[src/rtl/uctl_bank_arbiter.sv]
// uctl_bank_arbiter
// Shares the 4-bank buffer memory between two requesters (0: SIE packet
// side, 1: DMA side). Round-robin between requesters, one transaction in
// flight at a time. The bank is selected by addr[3:2]; the arbiter waits for
// that bank's ack and, on reads, its data-valid, then returns ack / read data
// / error to the granted requester. Every output is a register.
//
// Ports
//   uctl_clk, uctl_rst      core clock, synchronous active-high reset
//   uctl_mReq/mWr/mAddr/mWdata   requester side inputs, index 0 in low slice
//   uctl_mAck/mDValid/mErr       per-requester one-cycle response pulses
//   uctl_mRdata                  shared read data, valid with mDValid
//   uctl_bankReq/bankWr/bankAddr/bankWdata   one-hot bank request + payload
//   uctl_bankAck/bankDVl/bankRdata           per-bank accept, data valid, data
//
// state   | meaning
// --------+--------------------------------------------------------------
// IDLE    | no transaction; arbitrate among pending requests
// REQ     | bankReq held on the selected bank until its ack or timeout
// WAIT_DV | read accepted, waiting for the selected bank's data valid

module uctl_bank_arbiter #(
    parameter int ADDR_W  = 32,
    parameter int DATA_W  = 32,
    parameter int TMO_CYC = 255
) (
    input  logic                  uctl_clk,
    input  logic                  uctl_rst,
    input  logic [1:0]            uctl_mReq,
    input  logic [1:0]            uctl_mWr,
    input  logic [2*ADDR_W-1:0]   uctl_mAddr,
    input  logic [2*DATA_W-1:0]   uctl_mWdata,
    output logic [1:0]            uctl_mAck,
    output logic [1:0]            uctl_mDValid,
    output logic [1:0]            uctl_mErr,
    output logic [DATA_W-1:0]     uctl_mRdata,
    output logic [3:0]            uctl_bankReq,
    output logic                  uctl_bankWr,
    output logic [ADDR_W-1:0]     uctl_bankAddr,
    output logic [DATA_W-1:0]     uctl_bankWdata,
    input  logic [3:0]            uctl_bankAck,
    input  logic [3:0]            uctl_bankDVl,
    input  logic [4*DATA_W-1:0]   uctl_bankRdata
);

    typedef enum logic [1:0] {
        S_IDLE    = 2'd0,
        S_REQ     = 2'd1,
        S_WAIT_DV = 2'd2
    } state_t;

    // The counter reads 0 in the first cycle of REQ/WAIT_DV, so the abort
    // edge is the one that sees TMO_CYC-1: exactly TMO_CYC cycles spent.
    localparam logic [7:0] TMO_LAST = 8'(TMO_CYC - 1);

    state_t              state_q, state_d;
    logic                rr_q, rr_d;        // preferred requester on contention
    logic                gnt_q, gnt_d;      // requester owning the transaction
    logic [1:0]          bank_q, bank_d;
    logic [7:0]          cnt_q, cnt_d;

    logic [1:0]          mack_q, mack_d;
    logic [1:0]          mdv_q, mdv_d;
    logic [1:0]          merr_q, merr_d;
    logic [DATA_W-1:0]   mrdata_q, mrdata_d;
    logic [3:0]          breq_q, breq_d;
    logic                bwr_q, bwr_d;
    logic [ADDR_W-1:0]   baddr_q, baddr_d;
    logic [DATA_W-1:0]   bwdata_q, bwdata_d;

    logic                gsel;
    logic [ADDR_W-1:0]   sel_addr;
    logic [DATA_W-1:0]   sel_wdata;
    logic [DATA_W-1:0]   rdata_sel;
    logic                ack_sel;
    logic                dv_sel;

    always_comb begin
        rdata_sel = '0;
        for (int b = 0; b < 4; b++) begin
            if (bank_q == 2'(b)) begin
                rdata_sel = uctl_bankRdata[b*DATA_W +: DATA_W];
            end
        end
    end

    // Only the latched bank's handshakes matter; other banks are ignored.
    assign ack_sel = uctl_bankAck[bank_q];
    assign dv_sel  = uctl_bankDVl[bank_q];

    always_comb begin
        state_d   = state_q;
        rr_d      = rr_q;
        gnt_d     = gnt_q;
        bank_d    = bank_q;
        cnt_d     = cnt_q + 8'd1;
        mack_d    = '0;
        mdv_d     = '0;
        merr_d    = '0;
        mrdata_d  = mrdata_q;
        breq_d    = breq_q;
        bwr_d     = bwr_q;
        baddr_d   = baddr_q;
        bwdata_d  = bwdata_q;
        gsel      = 1'b0;
        sel_addr  = uctl_mAddr[0 +: ADDR_W];
        sel_wdata = uctl_mWdata[0 +: DATA_W];

        case (state_q)
            S_IDLE: begin
                cnt_d  = '0;
                breq_d = '0;
                if (|uctl_mReq) begin
                    // Single requester wins outright; on contention rr_q picks.
                    gsel      = (uctl_mReq == 2'b11) ? rr_q : uctl_mReq[1];
                    sel_addr  = gsel ? uctl_mAddr[ADDR_W +: ADDR_W]
                                     : uctl_mAddr[0 +: ADDR_W];
                    sel_wdata = gsel ? uctl_mWdata[DATA_W +: DATA_W]
                                     : uctl_mWdata[0 +: DATA_W];
                    gnt_d     = gsel;
                    rr_d      = ~gsel;
                    bank_d    = sel_addr[3:2];
                    bwr_d     = uctl_mWr[gsel];
                    baddr_d   = sel_addr;
                    bwdata_d  = sel_wdata;
                    breq_d    = 4'b0001 << sel_addr[3:2];
                    state_d   = S_REQ;
                end
            end

            S_REQ: begin
                // Completion is tested first so an ack on the limit cycle wins.
                if (ack_sel) begin
                    mack_d[gnt_q] = 1'b1;
                    breq_d        = '0;
                    if (bwr_q) begin
                        state_d = S_IDLE;
                    end else if (dv_sel) begin
                        mdv_d[gnt_q] = 1'b1;
                        mrdata_d     = rdata_sel;
                        state_d      = S_IDLE;
                    end else begin
                        cnt_d   = '0;
                        state_d = S_WAIT_DV;
                    end
                end else if (cnt_q == TMO_LAST) begin
                    merr_d[gnt_q] = 1'b1;
                    breq_d        = '0;
                    state_d       = S_IDLE;
                end
            end

            S_WAIT_DV: begin
                breq_d = '0;
                if (dv_sel) begin
                    mdv_d[gnt_q] = 1'b1;
                    mrdata_d     = rdata_sel;
                    state_d      = S_IDLE;
                end else if (cnt_q == TMO_LAST) begin
                    merr_d[gnt_q] = 1'b1;
                    state_d       = S_IDLE;
                end
            end

            default: begin
                breq_d  = '0;
                state_d = S_IDLE;
            end
        endcase
    end

    always_ff @(posedge uctl_clk) begin
        if (uctl_rst) begin
            state_q  <= S_IDLE;
            rr_q     <= 1'b0;
            gnt_q    <= 1'b0;
            bank_q   <= '0;
            cnt_q    <= '0;
            mack_q   <= '0;
            mdv_q    <= '0;
            merr_q   <= '0;
            mrdata_q <= '0;
            breq_q   <= '0;
            bwr_q    <= 1'b0;
            baddr_q  <= '0;
            bwdata_q <= '0;
        end else begin
            state_q  <= state_d;
            rr_q     <= rr_d;
            gnt_q    <= gnt_d;
            bank_q   <= bank_d;
            cnt_q    <= cnt_d;
            mack_q   <= mack_d;
            mdv_q    <= mdv_d;
            merr_q   <= merr_d;
            mrdata_q <= mrdata_d;
            breq_q   <= breq_d;
            bwr_q    <= bwr_d;
            baddr_q  <= baddr_d;
            bwdata_q <= bwdata_d;
        end
    end

    assign uctl_mAck      = mack_q;
    assign uctl_mDValid   = mdv_q;
    assign uctl_mErr      = merr_q;
    assign uctl_mRdata    = mrdata_q;
    assign uctl_bankReq   = breq_q;
    assign uctl_bankWr    = bwr_q;
    assign uctl_bankAddr  = baddr_q;
    assign uctl_bankWdata = bwdata_q;

endmodule
[config.mk]
export PLATFORM = sky130hd
export DESIGN_NAME = uctl_bank_arbiter
export DESIGN_NICKNAME = d
export VERILOG_FILES = /design/src/rtl/uctl_bank_arbiter.sv
export SDC_FILE = /design/constraint.sdc
export NUM_CORES = 1
export LEC_CHECK = 0
export BUFFER_PORTS_ARGS = -buffer_cell sky130_fd_sc_hd__buf_2
export CORE_AREA = 2 2 147 149
export CTS_CLUSTER_SIZE = 25
export DETAILED_ROUTE_END_ITERATION = 10
export DIE_AREA = 0 0 149 151
export SKIP_CTS_REPAIR_TIMING = 1
export SLEW_MARGIN = 20
export SYNTH_ARGS = -nofsm -noshare
export SYNTH_HDL_FRONTEND = slang
export SYNTH_SLANG_ARGS = --single-unit
[constraint.sdc]
create_clock -name uctl_clk -period 2.5 [get_ports uctl_clk]
set_input_delay 0.125 -clock uctl_clk [delete_from_list [all_inputs] [get_ports uctl_clk]]
set_output_delay 0.125 -clock uctl_clk [all_outputs]
set_load 0.1 [all_outputs]
==> impl_metrics.env, run 1 <==
export IMPL_ir_worst_vdd_mv=0.460
export IMPL_first_pass_iters=8
export IMPL_numClockSinks=119
export IMPL_die_h_um=151
export IMPL_syn_area_um2=5300
export IMPL_powerDensity_nw_per_um2=798
export IMPL_drt_iter0_drc=435
export IMPL_drt_wl_total_mm=21.2
export IMPL_synthFlopType="dfxtp_1"
export IMPL_crit_required_ps=2830
export IMPL_slew_headroom_pct=41.0
export IMPL_seq_area_frac_synth_pct=45.0
export IMPL_cap_viol_max_count=0
export IMPL_status="finished, violations left"
export IMPL_syn_inst=524
export IMPL_antenna_found_initial=0
export IMPL_synth_top_area_share_pct=45.0
export IMPL_power_leakage_nw=4.05
export IMPL_clock_path_buffers=2
export IMPL_fin_nets=1240
export IMPL_cts_tree="yes"
export IMPL_ant_nets=0
export IMPL_syn_num_nets=800
export IMPL_utilization_pct=42.5
export IMPL_cp_start_kind="register"
export IMPL_fin_ws_ps=297
export IMPL_avgRoutedWirePerCell_um=17.0
export IMPL_num_rows=53
export IMPL_ios=377
export IMPL_grt_max_degree=81
export IMPL_fin_skew_ps=8.55
export IMPL_crit_fanout=40
export IMPL_insertion_delay_ps=410
export IMPL_period_needed_ps=2200
export IMPL_dp_slack_ps=371
export IMPL_gp_congestion=0.742
export IMPL_rsz0062_at_grt="false"
export IMPL_setup_viol=0
export IMPL_cts_clk_slew_worst_paths_ps=60
export IMPL_diodes=0
export IMPL_grt_usage_pct=16.7
export IMPL_ys_warn_count=0
export IMPL_h_tree_depth=4
export IMPL_design_die_area_um2=22500
export IMPL_synth_area_leaders="dfxtp_1 45%, mux4_2 13%, a222oi_1 12%"
export IMPL_syn2layout_area_growth_pct=67.1
export IMPL_yosysMostFrequentCell="dfxtp_1"
export IMPL_die_x_um=149
export IMPL_drc=0
export IMPL_criticalPathCategory="reg2reg"
export IMPL_cts_made_buffers=17
export IMPL_crit_path_end_kind="register"
export IMPL_fin_crit_sh_pct=88.1
export IMPL_grt_pass1_wl_mm=29.0
export IMPL_vias_per_cell=4.88
export IMPL_synth_edff_count=0
export IMPL_core_area_um2=20800
export IMPL_tightest_slew_ps=886
export IMPL_initial_core_util_pct=25.4
export IMPL_fmax_ghz=0.454
export IMPL_hold_path_class="in2reg"
export IMPL_cts_root_buf="clkbuf_16"
export IMPL_hold_viol_final=23
export IMPL_slew_violations=0
export IMPL_drive_gt1_share_pct=47.5
export IMPL_async_flop_share_pct=0
export IMPL_ys_ff_latch=119
export IMPL_vias=6109
export IMPL_synthDistinctLibCells=42
export IMPL_dpl_hpwl_mm=14.9
export IMPL_setup_tns_ps=0
export IMPL_synth_area_leader_cell="dfxtp_1"
export IMPL_synth_area_per_cell_um2=10.1
export IMPL_violations="negative hold slack"
export IMPL_hold_worst_slack_ps=-24.7
export IMPL_grt_pass1_vias=5479
export IMPL_grt_ovfl_total=0
export IMPL_cp_arrival_ps=2530
export IMPL_io_buffers=376
export IMPL_synth_common_cells="119 x dfxtp_1, 84 x nor2_1, 76 x nand2_1"
flip-flops by register name (all words and copies together) (netlist names):
| signal | count |
|---|---|
| uctl_bankWdata | 32 |
| uctl_mRdata | 32 |
| uctl_bankAddr | 31 |
| cnt_q | 8 |
| uctl_bankReq | 4 |
| state_q | 2 |
| uctl_mAck | 2 |
| uctl_mDValid | 2 |
| uctl_mErr | 2 |
| bank_q | 1 |
| gnt_q | 1 |
| rr_q | 1 |
| uctl_bankWr | 1 |
metrics by stage:
step	cell area [um^2]	total power [W]	instances
3_3_place_gp	7450	0.00451	1140
2_1_floorplan	5300	0.00395	524
3_5_place_dp	7450	0.00452	1140
4_1_cts	8050	0.00705	1172
6_report	8850	0.00706	1252
5_1_grt	8850	0.00737	1252
cells by family (layout without fill, tap and decap cells):
family                   after synthesis  in the layout  share of synthesized area (%)
flip-flops                           119            119                           45.0
XOR/XNOR                               6              6                          0.992
AO/OA/AOI/OAI                        117            117                           17.7
adder cells (fa/ha/maj)                6              6                           1.42
AND/OR/NAND/NOR                      187            187                           15.3
buffers and inverters                 52            505                           4.42
multiplexers                          37             37                           15.2
final timing paths:
| check | startpoint | to | slack, ps | cells past startpoint |
|---|---|---|---|---|
| setup / recovery | state_q[0]$_SDFFE_PP0P_ | uctl_bankWdata[10]$_SDFFE_PP0P_ | 300 | 7 |
| hold / removal | uctl_mAddr[23] | uctl_bankAddr[23]$_SDFFE_PP0P_ | -20 | 3 |
| setup reg to reg | state_q[0]$_SDFFE_PP0P_ | uctl_bankWdata[10]$_SDFFE_PP0P_ | 300 | 7 |
| hold reg to reg | uctl_bankReq[1]$_SDFFE_PP0P_ | uctl_bankReq[1]$_SDFFE_PP0P_ | 450 | 2 |
area by class of cell:
cell class	instances	area [um^2]
tap	275	344
multi-input combinational	353	2710
inverter	6	22.5
timing repair buffer	467	2790
clock buffer	19	453
sequential	119	2380
clock inverter	13	148
fill	2046	12000
power breakdown:
part,total [W],switching [W],internal [W]
Clock,0.00248,0.000946,0.00153
Combinational,0.00243,0.00171,0.000718
Sequential,0.00216,0.000104,0.00206
per-layer routing:
layer / up-vias / global-route usage (%) / wire, um
met3: 34 / 4.79 / 1910
met5: - / 0 / 0
met4: 0 / 6.05 / 507
li1: 2877 / - / -
met2: 346 / 27.6 / 10200
met1: 2852 / 20.8 / 8590
worst max-delay path, cell delays in order, from the launching register on:
cell and delay, ps:
dfxtp_1 350, inv_1 90, ha_1 160, nand2_1 80
a21oi_4 540, buf_4 510, a222oi_1 160, nor2_1 170
cell usage in the layout, fill, tap and decap left out, types with 2 or more instances in the layout:
master,n
ha_1,6
xor2_1,3
inv_1,5
o21ai_1,2
a222oi_1,63
or3b_1,2
clkbuf_8,2
clkinv_4,4
mux4_1,3
clkbuf_16,17
nand2_1,76
bufinv_16,2
mux2i_1,3
buf_2,375
or4_1,2
a211oi_1,3
xnor2_1,3
nand3_1,4
nor2b_1,2
and3_1,2
dfxtp_2,2
buf_4,10
nand3b_1,3
buf_12,2
dlygate4sd3_1,80
nor3_1,2
nor2_1,84
dfxtp_1,117
mux4_2,31
clkinvlp_4,4
nand2b_1,2
a21oi_1,40
inv_6,2
(Power assumes the default switching activity.)
==> run 2, diff against run 1 <==
--- a/config.mk
+++ b/config.mk
@@ -5,11 +5,12 @@
 export SDC_FILE = /design/constraint.sdc
 export NUM_CORES = 1
 export LEC_CHECK = 0
+export ABC_AREA = 1
 export BUFFER_PORTS_ARGS = -buffer_cell sky130_fd_sc_hd__buf_2
-export CORE_AREA = 2 2 147 149
+export CORE_AREA = 2 2 146 148
 export CTS_CLUSTER_SIZE = 25
 export DETAILED_ROUTE_END_ITERATION = 10
-export DIE_AREA = 0 0 149 151
+export DIE_AREA = 0 0 148 150
 export SKIP_CTS_REPAIR_TIMING = 1
 export SLEW_MARGIN = 20
 export SYNTH_ARGS = -nofsm -noshare
==> run 2 against run 1 <==
The flow still finishes with violations (negative hold slack). Non-clock buffer count is 3 lower. Register-to-register slack worse by 160 ps. Clock power is 12% lower. Flip-flop and latch count stayed put. First-iteration DRC count is 20% lower. Fmax is 6.8% lower. Design area is 3.2% higher. Via count is 20% higher. Die area is 1.3% lower. Cell count is 25% higher. Critical path type unchanged. Critical endpoint is now uctl_bankAddr[7]$_SDFFE_PP0P_.
==> impl_metrics.env, run 2 <==
export IMPL_fin_cells=1570
export IMPL_place_area_um2=7840
export IMPL_syn_inst=851
export IMPL_criticalPathCategory="reg2reg"
export IMPL_final_cell_mix="376 x buf_2, 305 x nand2_1, 119 x dfxtp_1, 88 x nor2_1, 86 x a31oi_1"
export IMPL_synthFlopType="dfxtp_1"
export IMPL_die_h_um=150
export IMPL_core_area_um2=20700
export IMPL_setup_tns_ps=0
export IMPL_syn_area_um2=5760
export IMPL_ios=377
export IMPL_r2r_end="uctl_bankAddr[7]$_SDFFE_PP0P_"
export IMPL_post_route_cell_area_um2=9130
export IMPL_cts_tree="yes"
export IMPL_synth_area_leaders="dfxtp_1 41%, nand2_1 20%, a31oi_1 9.3%"
export IMPL_hold_start="uctl_mAddr[30]"
export IMPL_final_fill_count=2129
export IMPL_cts_root_buf="clkbuf_16"
export IMPL_fin_nets=1552
export IMPL_yosysMostFrequentCell="nand2_1"
export IMPL_vias_per_cell=4.69
export IMPL_tightest_slew_ps=720
export IMPL_io_buffers=376
export IMPL_max_stage_delay_ps=580
export IMPL_cts_clk_slew_worst_paths_ps=60
export IMPL_cp_start_kind="register"
export IMPL_num_rows=53
export IMPL_drive_gt1_share_pct=33.6
export IMPL_synth_edff_count=0
export IMPL_syn_num_nets=1127
export IMPL_grt_usage_pct=19.1
export IMPL_drc=0
export IMPL_multiInputGateArea_um2=2990
export IMPL_regArea_um2=2380
export IMPL_grt_pass1_wl_mm=33.5
export IMPL_ant_nets=0
export IMPL_final_common_cell="buf_2"
export IMPL_async_flop_share_pct=0
export IMPL_crit_fanout=50
export IMPL_avgRoutedWirePerCell_um=15.0
export IMPL_min_to="uctl_bankAddr[30]$_SDFFE_PP0P_"
export IMPL_ys_warn_count=0
export IMPL_h_tree_depth=4
export IMPL_hold_viol_final=13
export IMPL_grt_ovfl_total=0
export IMPL_fmax_ghz=0.423
export IMPL_r2r_cells=8
export IMPL_fin_skew_ps=9.98
export IMPL_reg2reg_slack_ps=140
export IMPL_min_path_cells=3
export IMPL_first_pass_iters=5
export IMPL_slew_violations=0
export IMPL_seq_area_frac_synth_pct=41.4
export IMPL_cp_arrival_ps=2720
export IMPL_grt_pass1_vias=6613
export IMPL_drt_iter0_drc=348
export IMPL_synth_area_per_cell_um2=6.77
export IMPL_path_common_cell="inv_1"
export IMPL_dp_slack_ps=447
export IMPL_antenna_found_initial=7
export IMPL_slew_headroom_pct=52.0
export IMPL_period_needed_ps=2360
export IMPL_critPathSlowestCell="dlygate4sd3_1"
export IMPL_synth_common_cells="306 x nand2_1, 119 x dfxtp_1, 88 x nor2_1"
export IMPL_hold_worst_slack_ps=-22.1
export IMPL_clock_path_buffers=2
export IMPL_reg2reg_from="state_q[0]$_SDFFE_PP0P_"
export IMPL_crit_path_end_kind="register"
export IMPL_ir_worst_vdd_mv=0.403
export IMPL_dpl_hpwl_mm=16.7
export IMPL_syn2layout_area_growth_pct=58.5
export IMPL_power_leakage_nw=4.44
export IMPL_crit_required_ps=2850
export IMPL_status="finished, violations left"
export IMPL_numClockSinks=119
export IMPL_synthDistinctLibCells=34
export IMPL_hold_path_class="in2reg"
export IMPL_insertion_delay_ps=410
export IMPL_vias=7360
export IMPL_gp_congestion=0.815
export IMPL_cap_viol_max_count=0
export IMPL_fin_ws_ps=136
export IMPL_initial_core_util_pct=27.8
export IMPL_path_cells="inv_1, ha_1, inv_1, nor2_4, buf_12, nand2_1, a31oi_1, dlygate4sd3_1"
export IMPL_grt_max_degree=65
export IMPL_cts_made_buffers=17
export IMPL_setup_viol=0
export IMPL_drt_wl_total_mm=23.6
export IMPL_ys_ff_latch=119
export IMPL_placedCellCount=1456
export IMPL_fin_crit_sh_pct=94.6
export IMPL_die_x_um=148
export IMPL_synth_top_area_share_pct=41.4
export IMPL_violations="negative hold slack"
export IMPL_design_die_area_um2=22200
export IMPL_powerDensity_nw_per_um2=811
export IMPL_synth_area_leader_cell="dfxtp_1"
-- run 2: cell types whose count changed in the layout (fill, tap and decap cells not counted), sizes merged, moves of 34 or more --
| cell | delta |
|---|---|
| nand2 | +232 |
| a222oi | -63 |
| mux4 | -34 |
| o21ai | +64 |
| a31oi | +86 |
-- run 2: logic make-up (layout without fill, tap and decap cells) --
family          count (synthesis)  in the layout  share of synthesized area, %
simple gates                  434            434                          30.1
compound gates                199            199                          19.5
flops                         119            119                          41.4
buf+inv                        88            526                          6.95
fa+ha+maj                       6              6                          1.30
xor+xnor                        5              5                         0.760
other cells                     0              6                             0
-- run 2: worst max path at each step --
stage	start	endpoint	slack (ps)	cells after the start
after floorplan	bank_q[0]$_SDFFE_PP0P_	uctl_mRdata[10]$_SDFFE_PP0P_	340	9
after CTS	bank_q[0]$_SDFFE_PP0P_	uctl_mRdata[11]$_SDFFE_PP0P_	430	9
after detailed placement	bank_q[0]$_SDFFE_PP0P_	uctl_mRdata[11]$_SDFFE_PP0P_	450	9
final	state_q[0]$_SDFFE_PP0P_	uctl_bankAddr[7]$_SDFFE_PP0P_	140	8
after global placement	state_q[1]$_SDFFE_PP0P_	uctl_mRdata[11]$_SDFFE_PP0P_	490	9
after global routing	state_q[0]$_SDFFE_PP0P_	uctl_bankAddr[7]$_SDFFE_PP0P_	-30	8
-- run 2: critical path: cells and delay by family, from the launching register on --
family | cells | cell delay (ps)
AO/OA/AOI/OAI | 1 | 170
AND/OR/NAND/NOR | 2 | 470
flip-flops | 1 | 340
buffers and inverters | 4 | 1100
adder cells (fa/ha/maj) | 1 | 190
-- run 2: area by class of cell --
class / instances / share of cell area [%]
inverters: 30 / 1.23
diodes: 6 / 0.164
flip-flops and latches: 119 / 26.1
well taps: 275 / 3.77
clock inverters: 12 / 0.891
clock buffers: 20 / 4.78
repair buffers: 464 / 30.3
multi-input cells: 644 / 32.7
-- run 2: report_power, final --
part	switching (W)	internal [W]
combinational	0.00228	0.000711
clock	0.000908	0.00126
sequential	0.000135	0.00211
-- run 2: through the flow --
stage | total power, W | utilization, %
floorplan | 0.00447 | -
global placement | 0.00513 | 37.9
detailed placement | 0.00514 | 37.9
CTS | 0.00734 | 40.4
global route | 0.00776 | 44.1
finish | 0.00741 | 44.1
-- run 2: routing by layer --
metal / track usage (%) / share of wire (%) / vias to the layer above / wire, um
li1: - / - / 3674 / -
met1: 21.8 / 40 / 3319 / 9380
met2: 33.3 / 49 / 323 / 11500
met3: 6.98 / 9.0 / 40 / 2130
met4: 6.29 / 2.5 / 4 / 584
met5: 0 / 0.089 / - / 21
